$ cat config.mk
export PLATFORM = sky130hd
export DESIGN_NAME = fir_controller
export DESIGN_NICKNAME = d
export VERILOG_FILES = /design/src/rtl/fir_controller.sv
export SDC_FILE = /design/constraint.sdc
export NUM_CORES = 1
export LEC_CHECK = 0
export CAP_MARGIN = 10
export CORE_ASPECT_RATIO = 0.9
export CORE_UTILIZATION = 55
export CTS_BUF_LIST = sky130_fd_sc_hd__clkbuf_2 sky130_fd_sc_hd__clkbuf_4 sky130_fd_sc_hd__clkbuf_8
export CTS_CLUSTER_SIZE = 10
export DETAILED_ROUTE_END_ITERATION = 8
export GPL_ROUTABILITY_DRIVEN = 0
export PLACE_DENSITY = 0.81
export SKIP_LAST_GASP = 1
export SYNTH_ARGS = -nofsm -noshare
export SYNTH_HDL_FRONTEND = slang
export SYNTH_SLANG_ARGS = --single-unit
$ cat constraint.sdc
create_clock -name clk -period 3.6 [get_ports clk]
set_input_delay 1.08 -clock clk [delete_from_list [all_inputs] [get_ports clk]]
set_output_delay 1.08 -clock clk [all_outputs]
set_load 0.01 [all_outputs]
$ cat src/rtl/fir_controller.sv
// Sequencer for the MAC FIR datapath: accepts a sample, sweeps tap addresses,
// and times accumulator clear/enable and the output-valid strobe.
module fir_controller #(
  parameter int TAPS     = 64,
  parameter int ADDR_W   = 6,
  parameter int PIPE_LAT = 2
) (
  input  logic              clk,
  input  logic              rst,
  input  logic              input_valid,
  output logic              input_ready,
  output logic              new_input,
  output logic [ADDR_W-1:0] address,
  output logic              acc_clr,
  output logic              acc_en,
  output logic              output_valid,
  output logic              overrun
);

  localparam int CW = $clog2(PIPE_LAT + 1);

  typedef enum logic [2:0] {
    IDLE, SHIFT, MAC, DRAIN, DONE
  } state_e;

  state_e              state_q;
  logic [ADDR_W-1:0]   addr_q;
  logic [CW-1:0]       cnt_q;
  logic                rdy_q;
  logic                new_q;
  logic                clr_q;
  logic                tv_q;
  logic                ov_q;
  logic                ovr_q;
  logic                ovr_d;
  logic [PIPE_LAT-1:0] dl_q;
  logic [PIPE_LAT-1:0] dl_d;

  // tap_valid delayed by the multiply pipeline depth
  always_comb begin
    dl_d    = '0;
    dl_d[0] = tv_q;
    for (int i = 1; i < PIPE_LAT; i++) begin
      dl_d[i] = dl_q[i-1];
    end
  end

  assign ovr_d = ovr_q | (input_valid & ~rdy_q);

  always_ff @(posedge clk or posedge rst) begin
    if (rst) begin
      state_q <= IDLE;
      addr_q  <= '0;
      cnt_q   <= '0;
      rdy_q   <= 1'b1;
      new_q   <= 1'b0;
      clr_q   <= 1'b0;
      tv_q    <= 1'b0;
      ov_q    <= 1'b0;
      ovr_q   <= 1'b0;
      dl_q    <= '0;
    end else begin
      ovr_q <= ovr_d;
      dl_q  <= dl_d;
      unique case (state_q)
        IDLE: begin
          if (input_valid) begin
            state_q <= SHIFT;
            rdy_q   <= 1'b0;
            new_q   <= 1'b1;
            clr_q   <= 1'b1;
          end
        end
        SHIFT: begin
          state_q <= MAC;
          new_q   <= 1'b0;
          clr_q   <= 1'b0;
          tv_q    <= 1'b1;
          addr_q  <= '0;
        end
        MAC: begin
          if (addr_q == ADDR_W'(TAPS - 1)) begin
            state_q <= DRAIN;
            tv_q    <= 1'b0;
            addr_q  <= '0;
            cnt_q   <= '0;
          end else begin
            addr_q <= addr_q + ADDR_W'(1);
          end
        end
        DRAIN: begin
          if (cnt_q == CW'(PIPE_LAT - 1)) begin
            state_q <= DONE;
            ov_q    <= 1'b1;
          end else begin
            cnt_q <= cnt_q + CW'(1);
          end
        end
        DONE: begin
          state_q <= IDLE;
          ov_q    <= 1'b0;
          rdy_q   <= 1'b1;
        end
        default: begin
          state_q <= IDLE;
          addr_q  <= '0;
          rdy_q   <= 1'b1;
          new_q   <= 1'b0;
          clr_q   <= 1'b0;
          tv_q    <= 1'b0;
          ov_q    <= 1'b0;
        end
      endcase
    end
  end

  assign input_ready  = rdy_q;
  assign new_input    = new_q;
  assign address      = addr_q;
  assign acc_clr      = clr_q;
  assign acc_en       = dl_q[PIPE_LAT-1];
  assign output_valid = ov_q;
  assign overrun      = ovr_q;

endmodule
After elaboration in Yosys (flattened, before gate mapping)
Index checks and enable logic that the tools add are counted.

Add/subtract/negate cells: 2. Eq/ne operators: 10. Muxes and demuxes: 17. Bitwise operators: 7. Reduce and logical (&&, ||, !) cells: 12.

Operators by type and width (number): $pmux W3 S4 (1); $pmux W6 S2 (1); $reduce_or A3 Y1 (4); $mux W3 (3); $ne A2 B2 Y1 const B (4); $reduce_and A2 Y1 (4); $add A6 B1 Y6 const B (1); $eq A3 B2 Y1 const B (2); $eq A6 B6 Y1 const B (1); $mux W6 (1); $pmux W1 S2 (3); $reduce_and A3 Y1 (2); $not A1 Y1 (5); $mux W1 (4); $mux W2 (2); $pmux W2 S2 (1); $eq A3 B1 Y1 const B (1); $eq A3 B3 Y1 const B (1); $logic_not A3 Y1 (1); $pmux W1 S3 (1); $add A2 B1 Y2 const B (1); $eq A2 B1 Y1 const B (1); $reduce_bool A2 Y1 (1); $and A1 B1 Y1 (1); $or A1 B1 Y1 (1).

Flip-flop bits (word level): 18. Bits of input ports: 3.

Depth between registers and ports, before layout
Depth in word-level cells: 4. Mapped depth: 6. Gate-level depth less buffers: 5.

Least setup slack after synthesis
OpenSTA, ideal clock, no wires.

Path kind: register to output. From: register, netlist name acc_clr. To: output new_input. Arrival: 566 ps. Required time: 2520 ps. Path slack: 1954 ps. Cell stages (with the launch flop): 2. Cells stage by stage: dfrtp_1 -> buf_4.

RTL lines: end, declared (line 12) `output logic new_input,`.

Worst setup path after layout
From: register rdy_q (netlist: input_ready). To: output input_ready.

RTL lines: start, declared (line 29) `logic rdy_q;`; start signal, assigned (line 55) `rdy_q <= 1'b1;`; start signal, assigned (line 69) `rdy_q <= 1'b0;`; start signal, assigned (line 102) `rdy_q <= 1'b1;`; end, declared (line 11) `output logic input_ready,`.

No word-level cell between the ends.

==> run metrics <==
outcome finished, final reports clean; Final ANT Viol Nets 0; critical path class flip-flop to output port; FMAX 0.408 GHz; complex-gate fraction of the synthesized area 0.186; post-synthesis xor/xnor area fraction 0; endpoints failing setup 0; worst-path fanout max 3; TNS Setup 0 ns; drt initial violations 22; Post-route DRC 0; core area 1480 µm²; Critical Path End Type output port; worst skew pair latency 0.30 ns; num ports 15; DRT Wirelength 1.77 mm; Crit-path slowest cell dfstp_2; slew at the pin with the worst max-slew slack 0.673 ns; Max-Cap Viols 0; ys async rst share 1.00; Hold Crit Class flip-flop to flip-flop; Die Area 1780 µm²; n_diodes 0; top_reg_cell synth dfrtp_1; post-synthesis cell area 887 µm²; area share of the largest cell type after synthesis 0.480; H-tree depth 1; CTS tree yes; layout cells sized above 1 0.112; post-synthesis cell type count 32; simple-gate share of the synthesized area 0.183; cell taking the most area after synthesis dfrtp_1; Synth Area in Adders 0.0282; NumNets Final 113; Clock Skew 0.00203 ns; die width 44.3 µm; clock sink count 18; CP Launch Type flip-flop; Hold Violations, Final 0; mean post-synth cell area 9.44 µm²; Pre-antenna DRT Iters 4; grt total ovfl 0; Vias/cell 5.84; period utilisation layout 0.681; Pwr per Cell Area 314 nW/µm²; post-synthesis sequential area ratio 0.509; clk buf depth 2; final setup margin 1.15 ns; largest family of logic cells by synthesized area compound AO/OA/AOI/OAI gates; clock transition at the registers of the reported paths 0.10 ns; top cells by count, synth dfrtp_1, o21ai_0, nand2_1; initial core utilization 0.599; first-pass GRT wire length 2.82 mm; CTS hold repair buffers 0; GR Util All Layers 0.226; Gate Count Post-Synth 94; CP required 2.52 ns; Root Driver clkbuf_4; total CTS buffers 3; PortBufs 14; CP bufs+invs 1; count leader, synth dfrtp_1; synth top area cells dfrtp_1, o21ai_0, nand2_1; unrepaired setup endpoints after global routing no; proportion of synthesized area in mux cells 0.0353; Syn Nets 99; Yosys reg bits 18; vias in the first global route 636; largest net degree at the start of global routing 19; Max VDD drop 0.278 mV; postcts setup bufs 0; Largest stage delay, worst path 0.55 ns; post-CTS resize count 0; EDFF count, synth 0; max-slew violations 0; crit-path cells clkdlybuf4s50_1; relative max-transition margin 0.551; initial antenna violation count 0; CP delay by family, top flip-flops; detailed placer's ending HPWL 1.25 mm; area grow syn2layout 20.2%; Wirelength per Cell 13.7 µm; WP data arrival 1.37 ns; Die Span Y 40.1 µm; num rows 13; Yosys warnings 0; via count 754; Pleak 0.449 nW; Setup WS pre-CTS 1.48 ns; Tmin final 2.45 ns
==> flip-flops by register name (all words and copies together), names as in the netlist, 2 cells and up <==
name and cells:
address 6, state_q 3, cnt_q 2, dl_q 2
==> stage by stage <==
| stage | total power [mW] | instances | utilization | area (µm²) | hold slack, ns |
|---|---|---|---|---|---|
| after floorplan | 0.209 | 94 | - | 887 | 0.331 |
| after global placement | 0.213 | 125 | 0.696 | 1030 | 0.339 |
| after detailed placement | 0.213 | 125 | 0.696 | 1030 | 0.344 |
| after CTS | 0.338 | 129 | 0.720 | 1070 | 0.369 |
| after global routing | 0.342 | 129 | 0.720 | 1070 | 0.378 |
| final | 0.335 | 129 | 0.720 | 1070 | 0.365 |
==> cells by family (layout without fill, tap and decap cells) <==
kind of cell,count (synthesis),count (layout)
and+or+nand+nor,31,31
DFF,18,18
buffers and inverters,12,25
AOI/OAI and AO/OA,28,28
muxes,3,3
adders and majority gates,2,2
==> cell type report <==
| cell class | instances | area, µm² |
|---|---|---|
| fill | 118 | 414 |
| sequential | 18 | 452 |
| timing repair buffer | 14 | 140 |
| clock buffer | 4 | 36.3 |
| multi-input combinational | 64 | 384 |
| tap | 22 | 27.5 |
| inverter | 7 | 26.3 |
==> per-layer routing <==
metal | part of all wire | GRT usage | routed length (µm)
met1 | 0.46 | 0.306 | 809
met2 | 0.46 | 0.364 | 812
met3 | 0.064 | 0.0270 | 114
met4 | 0.020 | 0.114 | 36
met5 | 0 | 0 | 0
==> cell usage in the layout (no fill, tap or decap), types with 3 or more instances in the layout <==
master           synthesis  layout
dfrtp_1                 17      17
clkdlybuf4s50_1          0      14
o21ai_0                 12      12
nand2_1                  9       9
inv_1                    7       7
a21oi_1                  6       6
nand3_1                  5       5
nor3_1                   3       3
nor2_1                   3       3
clkbuf_4                 0       3
==> where the power goes <==
| group | internal [mW] | switching [mW] |
|---|---|---|
| Sequential | 0.202 | 0.0000000000000000269 |
| Combinational | 0.00200 | 0.00430 |
| Clock | 0.0617 | 0.0648 |
==> path summary, 6_finish.rpt <==
check / startpoint / endpoint / slack, ns / depth (start not counted)
min reg2reg: dl_q[0] / dl_q[1] / 0.36 / 0
min in group asynchronous: rst / address[5] / 1.17 / 2
max in group asynchronous: rst / acc_clr / 2.00 / 2
max reg2reg: address[0] / address[3] / 1.82 / 5
max: input_ready / input_ready / 1.15 / 1
min: dl_q[0] / dl_q[1] / 0.36 / 0
Power figures use the tool's default switching activity.
